$ cat src/rtl/even_div_sequencer.sv
// even_div_sequencer: run-time controller for an even, 50%-duty clock divider.
// Ratio changes arrive over a valid/ready handshake. While the divider runs,
// a change is applied only at an output-period boundary, so div_out never
// produces a runt pulse.
module even_div_sequencer #(
   parameter int unsigned CNT_W        = 8,
   parameter int unsigned DEFAULT_HALF = 1
) (
   input  logic             clk,
   input  logic             resetn,
   input  logic             en,
   input  logic             cfg_valid,
   input  logic [CNT_W-1:0] cfg_half,
   output logic             cfg_ready,
   output logic             cfg_err,
   output logic             div_out,
   output logic             period_start,
   output logic [CNT_W-1:0] cur_half
);

   // The counter is one bit wider than the half-period so that 2*half-1 fits
   // without overflow.
   localparam int unsigned CW = CNT_W + 1;

   typedef enum logic [1:0] {
      IDLE = 2'd0,
      RUN  = 2'd1,
      PEND = 2'd2
   } state_t;

   state_t           state;
   logic [CW-1:0]    cnt;
   logic [CNT_W-1:0] pend_half;
   logic             pend_vld;

   logic [CW-1:0]    last_cnt;
   logic             at_last;
   logic             accept;
   logic             half_zero;
   logic             good_req;

   // Last count of the current period; cur_half is never zero, so this
   // cannot underflow.
   assign last_cnt  = {cur_half, 1'b0} - CW'(1);
   assign at_last   = (cnt >= last_cnt);

   // Handshake: a request can be taken whenever no change is pending.
   assign cfg_ready = (state != PEND);
   assign accept    = cfg_valid & cfg_ready;
   assign half_zero = (cfg_half == '0);
   assign good_req  = accept & ~half_zero;

   // Output decode from the registered counter; en gates both so idle is clean.
   assign div_out      = en & (cnt != '0) & (cnt <= {1'b0, cur_half});
   assign period_start = en & (cnt == '0);

   // Counter, ratio and pending-change state machine.
   always_ff @(posedge clk or negedge resetn) begin
      if (!resetn) begin
         state     <= IDLE;
         cnt       <= '0;
         cur_half  <= CNT_W'(DEFAULT_HALF);
         pend_half <= '0;
         pend_vld  <= 1'b0;
         cfg_err   <= 1'b0;
      end else begin
         // Zero half-period requests are consumed but dropped.
         cfg_err <= accept & half_zero;

         if (!en) begin
            // Idle: hold the counter and apply any change directly, since
            // there is no waveform to protect.
            state    <= IDLE;
            cnt      <= '0;
            pend_vld <= 1'b0;
            if (good_req) begin
               cur_half <= cfg_half;
            end else if (pend_vld) begin
               cur_half <= pend_half;
            end
         end else begin
            cnt <= at_last ? '0 : cnt + CW'(1);
            unique case (state)
               IDLE, RUN: begin
                  if (good_req) begin
                     pend_half <= cfg_half;
                     pend_vld  <= 1'b1;
                     state     <= PEND;
                  end else begin
                     state <= RUN;
                  end
               end
               PEND: begin
                  // Swap the ratio exactly as the new period begins.
                  if (at_last) begin
                     cur_half <= pend_half;
                     pend_vld <= 1'b0;
                     state    <= RUN;
                  end
               end
               default: begin
                  state <= IDLE;
               end
            endcase
         end
      end
   end

endmodule

$ cat config.mk
export PLATFORM = sky130hd
export DESIGN_NAME = even_div_sequencer
export DESIGN_NICKNAME = d
export VERILOG_FILES = /design/src/rtl/even_div_sequencer.sv
export SDC_FILE = /design/constraint.sdc
export NUM_CORES = 1
export LEC_CHECK = 0
export BUFFER_PORTS_ARGS = -buffer_cell sky130_fd_sc_hd__buf_2
export CAP_MARGIN = 15
export CORE_AREA = 5 5 60 76
export DETAILED_ROUTE_END_ITERATION = 16
export DIE_AREA = 0 0 65 81
export GPL_ROUTABILITY_DRIVEN = 0
export PLACE_DENSITY = 0.7
export SLEW_MARGIN = 20
export SYNTH_ARGS = -nofsm -noshare
export SYNTH_HDL_FRONTEND = slang
export SYNTH_SLANG_ARGS = --single-unit
$ cat constraint.sdc
create_clock -name clk -period 5.5 [get_ports clk]
set_input_delay 0.55 -clock clk [delete_from_list [all_inputs] [get_ports clk]]
set_output_delay 0.55 -clock clk [all_outputs]
set_load 0.03 [all_outputs]
[Word-level counts from Yosys, hierarchy flattened]
Cells that the tools add are included.
Cells by class
  add/subtract/negate cells: 2
  multipliers: 0
  divide/modulo/power cells: 0
  order comparisons: 2
  equality and inequality tests: 8
  shift-type cells: 0
  muxes and demuxes: 15
  bitwise gates (word level): 7
  reductions and logical operators: 9
Operator list (number)
  $mux 8: 5
  $mux 9: 2
  $add 9x1->9 const B: 1
  $ge 9x9->1: 1
  $le 9x8->1: 1
  $logic_not 9->1: 1
  $reduce_and 3->1: 3
  $reduce_bool 9->1: 1
  $sub 9x1->9 const B: 1
  $logic_not 8->1: 1
  $and 1x1->1: 6
  $mux 2: 3
  $ne 3x3->1 const B: 2
  $ne 2x1->1 const B: 2
  $pmux 2 s2: 1
  $mux 1: 3
  $ne 3x1->1 const B: 1
  $reduce_bool 3->1: 1
  $eq 2x1->1 const B: 1
  $eq 2x2->1 const B: 1
  $logic_not 2->1: 1
  $ne 2x2->1 const B: 1
  $pmux 1 s2: 1
  $reduce_or 2->1: 1
  $not 1->1: 1
Word-level totals
  register bits after elaboration: 29
  bits in latches: 0
  bits in writable memories: 0
  ROM bits: 0
  input port bits: 12
  logic and storage cells: 49
  memories: 0

[Longest topological paths before layout]
Gate-level depths: netlist (run 1).
  depth after elaboration: 6
  gate-level depth with buffers: 10
  mapped depth without buffers: 10

[Worst setup path before layout (run 1)]
No wires, ideal clock.
  kind: flip-flop to output port
  start point: register cur_half[2]
  end point: output port div_out
  data arrival time: 3.178 ns
  required time: 4.950 ns
  slack: 1.772 ns
  stages on the path, launching flop included: 8
  path buffers: 0
  path through: dfrtp_1 inv_1 ha_1 a21o_1 a21o_1 a211oi_1 o21ai_0 a2111oi_0
Between the ends
  longest elaborated chain between the ends: 2
RTL lines
  start: declaration: line 18  | output logic [CNT_W-1:0] cur_half
  start signal: assignment: line 62  | cur_half <= CNT_W'(DEFAULT_HALF);
  start signal: assignment: line 77  | cur_half <= cfg_half;
  start signal: assignment: line 79  | cur_half <= pend_half;
  $le 9x8->1: line 54  | assign div_out = en & (cnt != '0) & (cnt <= {1'b0, cur_half});
  $and 1x1->1: line 54
  end: declaration: line 16  | output logic div_out,
Every way passes these cells.

[Worst setup path in the final report (run 1)]
Ends and elaborated chain as after synthesis.

==> flow_results.org, run 1 <==
** Worst setup path
- By startpoint and endpoint, the worst setup path is classified as register to output pin.
- The setup check on the worst reg-to-reg path leaves a slack of 2.74 ns.
- Setup crit start kind :: register
- Source of the critical timing path :: cur_half[2]$_DFFE_PN0P_
- In this run the critical register-to-register path is launched from cur_half[2]$_DFFE_PN0P_.
- Critical Path Sink Type :: output pin
- STA puts the critical path data required time at 4.95 ns.
- In this run the worst path has a maximum fanout of 4.
- Data on the critical path arrives at its endpoint at between 2 and 3 ns.

** Place
- Post-placement cell area :: 1970 um^2
- Count of port buffers added during placement :: 23
- HPWL after detailed placement :: 3.07 mm

** CTS
- CTS built an H-tree with a depth of 2.
- Clock-pin slew reported for the worst setup and hold paths after clock tree synthesis :: roughly 0.07 ns
- Worst skew pair latency :: approximately 0.28 ns
- Clock tree synthesis selected as its root buffer the cell sky130_fd_sc_hd__clkbuf_8.
- After clock tree synthesis, the setup repair step added 0 buffers.
- Clock tree synthesis found a total of 29 sinks.
- Post-cts gate resize count :: 0
- In this run the deepest clock path goes through 2 buffers.
- In this run, post-CTS hold repair placed 0 buffers.
- Number of buffers created by CTS :: 5
- Clock tree from TritonCTS :: built

** Drt
- Drt wl/cell :: 16.1 um
- Routed via count divided by cell count :: 5.63
- In this run, the number of DRC markers left after iteration 0 of detailed routing was 77.
- Post-DRT Antenna Nets :: 0
- Initial DRT Pass Iterations :: 4
- Total wire length :: roughly 3.8 mm
- After detailed routing, the number of remaining DRC violations is 0.
- Vias :: between 1000 and 1500

** STA
- Clock period minus worst slack :: about 3.1 ns
- For this run, the top clock speed supported by timing is 318 MHz.
- Post-Route Hold Slack :: 0.281 ns
- Number of endpoints with negative hold slack in the final report :: 0
- Period Utilization, post-route :: 57.2%
- Setup repair after global routing left no endpoint under its margin.
- Normalized max-slew margin :: 57.6%
- Setup violations remaining at the end of the flow were counted as 0.
- TNS Setup :: 0 ns
- For the pin with the worst max-slew slack, the measured transition is 0.636 ns.
- The max-slew violation total from the final report was 0.
- Clock skew on the completed layout was measured at between 0.005 and 0.006 ns.

** Global route
- The number of antenna violations at the first check in global routing is 0.
- Final global-route overflow total :: 0
- The first global-routing pass estimated 7.04 mm of wire.
- For this run, the total global-route usage over all layers was measured as around 17%.
- Pin count of the biggest net entering global routing :: 30
- The via count of the first global-routing pass came to about 1500.

** Layout
- After filler insertion, the fill cell instance count of the layout stands at 316.
- Of the cells placed in the final design, the portion with a size suffix greater than 1 is 22.7%.
- Post-route cell area :: 2090 um^2
- The repair_antennas step left the layout with diodes totalling 0.
- In the layout the commonest cells are 28 x sky130_fd_sc_hd__dfrtp_1, 23 x sky130_fd_sc_hd__buf_2, 19 x sky130_fd_sc_hd__ha_1.
- Commonest non-fill, non-tap cell in the layout :: sky130_fd_sc_hd__dfrtp_1
- P&R area growth vs syn :: 15.2%
- Cells fill 56.2% of the core in the end.
- In the final design database the tool counted 228 nets.

** Yosys
- Synthesis produced a netlist whose cell count is 169.
- Number of unique standard cell types used by synthesis :: 35
- In this run the biggest area consumer among cell types represents 38.6% of the synthesized area.
- The synthesized design contains 29 register bits.
- Of the synthesized area, sequential elements account for 40.0%.
- Area leader, netlist :: sky130_fd_sc_hd__dfrtp_1
- Syn nets :: 200
- Average cell area after synthesis :: 10.7 um^2
- During synthesis, Yosys emitted a total of 0 warnings.
- Summing every instance area after synthesis gives 1820 um^2.
- Yosys attributes the largest share of cell area to sky130_fd_sc_hd__dfrtp_1 39%, sky130_fd_sc_hd__ha_1 13%, sky130_fd_sc_hd__mux2i_1 8.8%.

** Power and ir drop
- Cell Pwr Density :: around 410 nW/um^2
- Across the VDD grid, the largest voltage drop is 220 uV.
- Leakage power summed over all cells :: 1.04 nW

** Outcome
- The run finished with clean final reports.

** Job
- The tool flagged a number of max-cap violations equal to 0.

** Floorplan
- Die Y-Extent :: 81 um
- Area of the placeable core :: roughly 3700 um^2
- From left edge to right edge, the die measures 65 um.
- Boundary Pins :: 24
- Initial standard-cell utilization of the core :: 48.8%
- Overall die area :: 5270 um^2
- Number of rows in the core area :: 25

** Worst hold path
- The path class of the tightest hold or removal check is primary input to asynchronous set/reset pin.
metal layers:
| metal | up-vias | wire (um) | global-route usage [%] |
|---|---|---|---|
| li1 | 659 | - | - |
| met3 | 8 | 149 | 3.87 |
| met2 | 27 | 1990 | 30.9 |
| met1 | 647 | 1630 | 20.3 |
| met5 | - | 0 | 0 |
| met4 | 0 | 73 | 6.98 |
sequential cells by signal (all words and copies together) (netlist names):
signal,cells
cnt,9
cur_half,8
pend_half,8
state,2
cfg_err,1
pend_vld,1
area by class of cell:
type,count,area [um^2],area share (%)
Clock buffer,7,86.3,4.13
Timing Repair Buffer,24,123,5.86
Multi-Input combinational cell,124,1030,49.1
Inverter,13,48.8,2.33
Tap cell,40,50.0,2.39
Sequential cell,29,727,34.8
Clock inverter,1,30.0,1.44
worst max-delay path, stage by stage (launching register included):
cell                        delay (ns)
sky130_fd_sc_hd__dfrtp_1          0.40
sky130_fd_sc_hd__inv_1            0.11
sky130_fd_sc_hd__ha_1             0.33
sky130_fd_sc_hd__a21o_1           0.18
sky130_fd_sc_hd__a21o_1           0.17
sky130_fd_sc_hd__a211oi_1         0.21
sky130_fd_sc_hd__o21ai_0          0.10
sky130_fd_sc_hd__a2111oi_0        0.52
sky130_fd_sc_hd__buf_2            0.29
synthesized netlist by cell type:
cell type,count
sky130_fd_sc_hd__a2111oi_0,1
sky130_fd_sc_hd__ha_1,19
sky130_fd_sc_hd__nand4_1,4
sky130_fd_sc_hd__and2_1,2
sky130_fd_sc_hd__xnor2_1,7
sky130_fd_sc_hd__clkbuf_1,1
sky130_fd_sc_hd__nand2_1,7
sky130_fd_sc_hd__nand2_2,1
sky130_fd_sc_hd__a2111oi_4,1
sky130_fd_sc_hd__nor4_1,3
sky130_fd_sc_hd__mux2i_1,16
sky130_fd_sc_hd__o21ai_2,1
sky130_fd_sc_hd__nor4b_1,1
sky130_fd_sc_hd__and4_1,2
sky130_fd_sc_hd__dfstp_2,1
sky130_fd_sc_hd__nand2b_1,1
sky130_fd_sc_hd__a221oi_4,1
sky130_fd_sc_hd__clkbuf_2,2
sky130_fd_sc_hd__o21ai_0,1
sky130_fd_sc_hd__nand3_1,7
sky130_fd_sc_hd__nor3_1,2
sky130_fd_sc_hd__and3_1,4
sky130_fd_sc_hd__o21ai_1,1
sky130_fd_sc_hd__nor2_1,14
sky130_fd_sc_hd__a311oi_1,1
sky130_fd_sc_hd__xor2_1,6
sky130_fd_sc_hd__dfrtp_1,28
sky130_fd_sc_hd__o22ai_2,1
sky130_fd_sc_hd__nor3b_1,1
sky130_fd_sc_hd__a21o_1,4
sky130_fd_sc_hd__o21a_1,1
sky130_fd_sc_hd__a21oi_1,5
sky130_fd_sc_hd__a211oi_1,1
sky130_fd_sc_hd__inv_1,13
sky130_fd_sc_hd__mux2_2,8
logic make-up (layout without fill, tap and decap cells):
kind of cell / count (synthesis) / count (layout) / share of synthesized area [%]
fa+ha+maj: 19 / 19 / 13.1
flops: 29 / 29 / 40.0
mux: 24 / 24 / 13.8
xor+xnor: 13 / 13 / 6.27
simple gates: 49 / 49 / 13.9
buf+inv: 16 / 45 / 3.45
compound gates: 19 / 19 / 9.51
path summary, 6_finish.rpt:
| check | end | depth (start not counted) |
|---|---|---|
| min in group clk | pend_half[1]$_DFFE_PN0P_ | 1 |
| hold reg to reg | pend_half[1]$_DFFE_PN0P_ | 1 |
| max in group asynchronous | state[0]$_DFFE_PN0P_ | 1 |
| setup / recovery | div_out | 8 |
| hold / removal | cnt[0]$_DFF_PN0_ | 1 |
| setup reg to reg | cur_half[6]$_DFFE_PN0P_ | 10 |
power by group:
part | switching (mW) | total [mW] | internal (mW)
sequential | 0.0365 | 0.295 | 0.258
clock | 0.0811 | 0.229 | 0.147
combinational | 0.203 | 0.331 | 0.128
total | 0.320 | 0.854 | 0.534
metrics by stage:
step | power [mW] | std cells | setup WS (ns)
2_1_floorplan | 0.534 | 169 | 1.77
4_1_cts | 0.863 | 238 | 2.37
5_1_grt | 0.915 | 238 | 2.25
6_report | 0.854 | 238 | 2.36
3_3_place_gp | 0.613 | 230 | 2.76
3_5_place_dp | 0.628 | 230 | 2.73
Note: power is estimated with default switching activity, not from simulation.
==> run 2: changes to the inputs <==
--- a/config.mk
+++ b/config.mk
@@ -11,7 +11,7 @@
 export DETAILED_ROUTE_END_ITERATION = 16
 export DIE_AREA = 0 0 65 81
 export GPL_ROUTABILITY_DRIVEN = 0
-export PLACE_DENSITY = 0.7
+export PLACE_DENSITY = 0.73
 export SLEW_MARGIN = 20
 export SYNTH_ARGS = -nofsm -noshare
 export SYNTH_HDL_FRONTEND = slang
==> constraint.sdc (replaced) <==
create_clock -name clk -period 2.75 [get_ports clk]
set_input_delay 0.275 -clock clk [delete_from_list [all_inputs] [get_ports clk]]
set_output_delay 0.275 -clock clk [all_outputs]
set_load 0.03 [all_outputs]
==> flow_results.org, run 2 (same netlist as run 1, synthesis figures left out) <==
** Outcome
- Run status :: finished clean

** Worst setup path
- R2R setup slack :: 0.12 ns (-2.62 ns)
- The maximum net fanout on the critical path was 8 (+4).
- The data required time at the worst endpoint is 2.94 ns (-2.01 ns).
- The data arrival time of the critical path is 2.82 ns (+0.23 ns).
- STA classifies the critical path endpoint as a register.
- The cell count of the worst reg-to-reg path is 12 (+2).
- STA classifies the critical path startpoint as a register.
- The critical path is of the register to register type.
- Source of the critical timing path :: cur_half[2]$_DFFE_PN0P_
- Reg-to-reg critical path endpoint :: cur_half[4]$_DFFE_PN0P_
- R2R Path Start :: cur_half[2]$_DFFE_PN0P_

** STA
- The accumulated negative setup slack came to 0 ns (unchanged).
- Of the available clock period, the critical path in the final layout requires 95.7%.
- The transition time at the pin with the least slew margin was 0.662 ns (+0.0256 ns).
- For this run, the top clock speed supported by timing is approximately 380 MHz.
- The total count of hold-check failures in the final report was 0 (unchanged).
- Counting I/O delays and the setup requirement, the final critical path takes 2.63 ns.
- The max-slew violation total from the final report was 0 (unchanged).
- The worst clock skew came to 0.00647 ns (+0.00102 ns).
- The final setup violation count came to 0 (unchanged).
- The remaining max-slew budget at the tightest pin came to 55.9% (-1.7 points).

** CTS
- Root buffer cell :: sky130_fd_sc_hd__clkbuf_8
- TritonCTS built the clock tree.
- Clock-pin slew reported for the worst setup and hold paths after clock tree synthesis :: 0.06 ns (about the same)
- The clock latency on the worst-skew pair is 0.28 ns (about the same).
- The TritonCTS sink count was 29 (unchanged).
- The number of buffers created by CTS was 5 (unchanged).
- The hold buffer count at CTS is 0 (unchanged).
- Count of H-tree levels built during CTS :: 2 (unchanged)
- The maximum clock insertion buffer count is 2 (unchanged).

** Drt
- The iteration count of the initial detailed-routing pass is 4 (unchanged).
- Total wire length :: 4.07 mm (+5.9%)
- The residual DRC count came to 0 (unchanged).
- Post-DRT Antenna Nets :: 0 (unchanged)
- The routed wire length per instance is 16.7 um (+3.7%).
- Routed via count divided by cell count :: 5.76 (+2.2%)
- The number of vias after detailed routing came to 1399 (+4.3%).
- Initial detailed-routing violation count :: 37 (-52%)

** Layout
- The antenna diode instance count is 0 (unchanged).
- Sequential cell area :: 727 um^2 (unchanged)
- Compared with the post-synthesis result, the final layout area differs by 19.1%.
- Post-route cell area :: 2160 um^2 (+3.4%)
- In the layout the commonest cells are 28 x sky130_fd_sc_hd__dfrtp_1, 22 x sky130_fd_sc_hd__buf_2, 19 x sky130_fd_sc_hd__ha_1.
- Non-Filler Instances :: 243 (+2.1%)
- Area taken by multi-input logic gates :: 1040 um^2 (+1.8%)
- The number of flip-flops in the largest register came to 9 (unchanged).
- Largest register by flop count :: cnt
- The number of fillers in the final layout was 319 (+0.95%).
- Largest registers :: cnt x9, cur_half x8, pend_half x8
- The final net count is 233 (+2.2%).
- Commonest non-fill, non-tap cell in the layout :: sky130_fd_sc_hd__dfrtp_1
- Final design utilization :: 58.1% (+1.9 points)
- Fraction of layout cells with a size suffix above 1 :: 28.1% (+5.4 points)

** Floorplan
- The core area was 3720 um^2 (unchanged).
- The area of the die was 5270 um^2 (unchanged).
- The height of the die is 81 um (unchanged).
- Initial standard-cell utilization of the core :: 48.8% (unchanged)
- The site row count was 25 (unchanged).
- Boundary Pins :: 24 (unchanged)
- Die Width :: 65 um (unchanged)

** Place
- The number of buffer cells added on primary ports is 23 (unchanged).
- The number of instances in the placed design was 232 (+0.87%).
- The half-perimeter wire length of the detailed placement result came to 3.24 mm (+5.4%).
- Post-placement cell area :: 2000 um^2 (+1.1%)

** Power and ir drop
- VDD IR-drop max :: 413 uV (+88%)
- The power per cell area was 811 nW/um^2 (+99%).
- Leakage power summed over all cells :: 1.06 nW (+2.8%)
- Total design power :: 1.75 mW (+110%)

** Global route
- The global router's overall resource usage is 17.0% (-0.41 points).
- Number of global-route vias before repair :: 1493 (-2.7%)
- Wire length of the first global-routing pass :: 6.86 mm (-2.6%)
- The number of antenna violations at the first check in global routing is 0 (unchanged).
- The remaining global-route overflow came to 0 (unchanged).
- Pin count of the biggest net entering global routing :: 30 (unchanged)

** Worst hold path
- Worst min path class :: primary input to asynchronous set/reset pin

** Job
- The max capacitance violation total is 0 (unchanged).
## run 2: where the power goes
group | total (mW) | internal [mW] | switching [mW]
clock | 0.448 | 0.295 | 0.154
sequential | 0.591 | 0.516 | 0.0742
combinational | 0.714 | 0.285 | 0.429
total | 1.75 | 1.10 | 0.657
## run 2: metrics by stage
stage / worst slack [ns] / hold WS [ns]
after floorplan: 0.0587 / -0.0206
after global placement: 0.105 / 0.337
after detailed placement: -0.0266 / 0.353
after CTS: 0.00445 / 0.0521
after global routing: -0.0300 / 0.0797
final: 0.117 / 0.0232
## run 2: how the worst max path moves through the flow
stage / endpoint / cells past startpoint
after floorplan: div_out / 7
after global placement: cnt[2]$_DFF_PN0_ / 10
after detailed placement: cnt[2]$_DFF_PN0_ / 10
after CTS: cur_half[4]$_DFFE_PN0P_ / 10
after global routing: cur_half[2]$_DFFE_PN0P_ / 12
final: cur_half[4]$_DFFE_PN0P_ / 12
## run 2: critical path, stage by stage, from the launching register on
cell	delay (ns)
sky130_fd_sc_hd__dfrtp_1	0.41
sky130_fd_sc_hd__inv_2	0.11
sky130_fd_sc_hd__nand3_1	0.13
sky130_fd_sc_hd__nor2_2	0.12
sky130_fd_sc_hd__nand4_1	0.11
sky130_fd_sc_hd__xnor2_1	0.16
sky130_fd_sc_hd__ha_1	0.36
sky130_fd_sc_hd__and4_4	0.26
sky130_fd_sc_hd__a2111oi_4	0.05
sky130_fd_sc_hd__buf_4	0.16
sky130_fd_sc_hd__a221oi_4	0.32
sky130_fd_sc_hd__buf_12	0.17
sky130_fd_sc_hd__mux2i_1	0.19
## run 2: what timing repair did
item | CTS | global route
endpoints found under the setup margin | 2 | 20
gates resized for setup | 3 | 4
pin swaps | 0 | 6
setup buffers | 0 | 3
## run 2: metal layers
layer	up-vias	global-route usage [%]	wire (um)
li1	674	-	-
met4	0	6.34	80
met1	683	18.5	1600
met3	9	3.87	165
met2	33	31.8	2220
met5	-	0	0
## run 2: final cells by class
class / instances / share of cell area, %
clock buffer: 7 / 3.99
inverter: 13 / 2.26
clock inverter: 1 / 1.39
sequential: 29 / 33.6
multi-input combinational: 124 / 48.3
timing repair buffer: 29 / 8.10
tap: 40 / 2.31
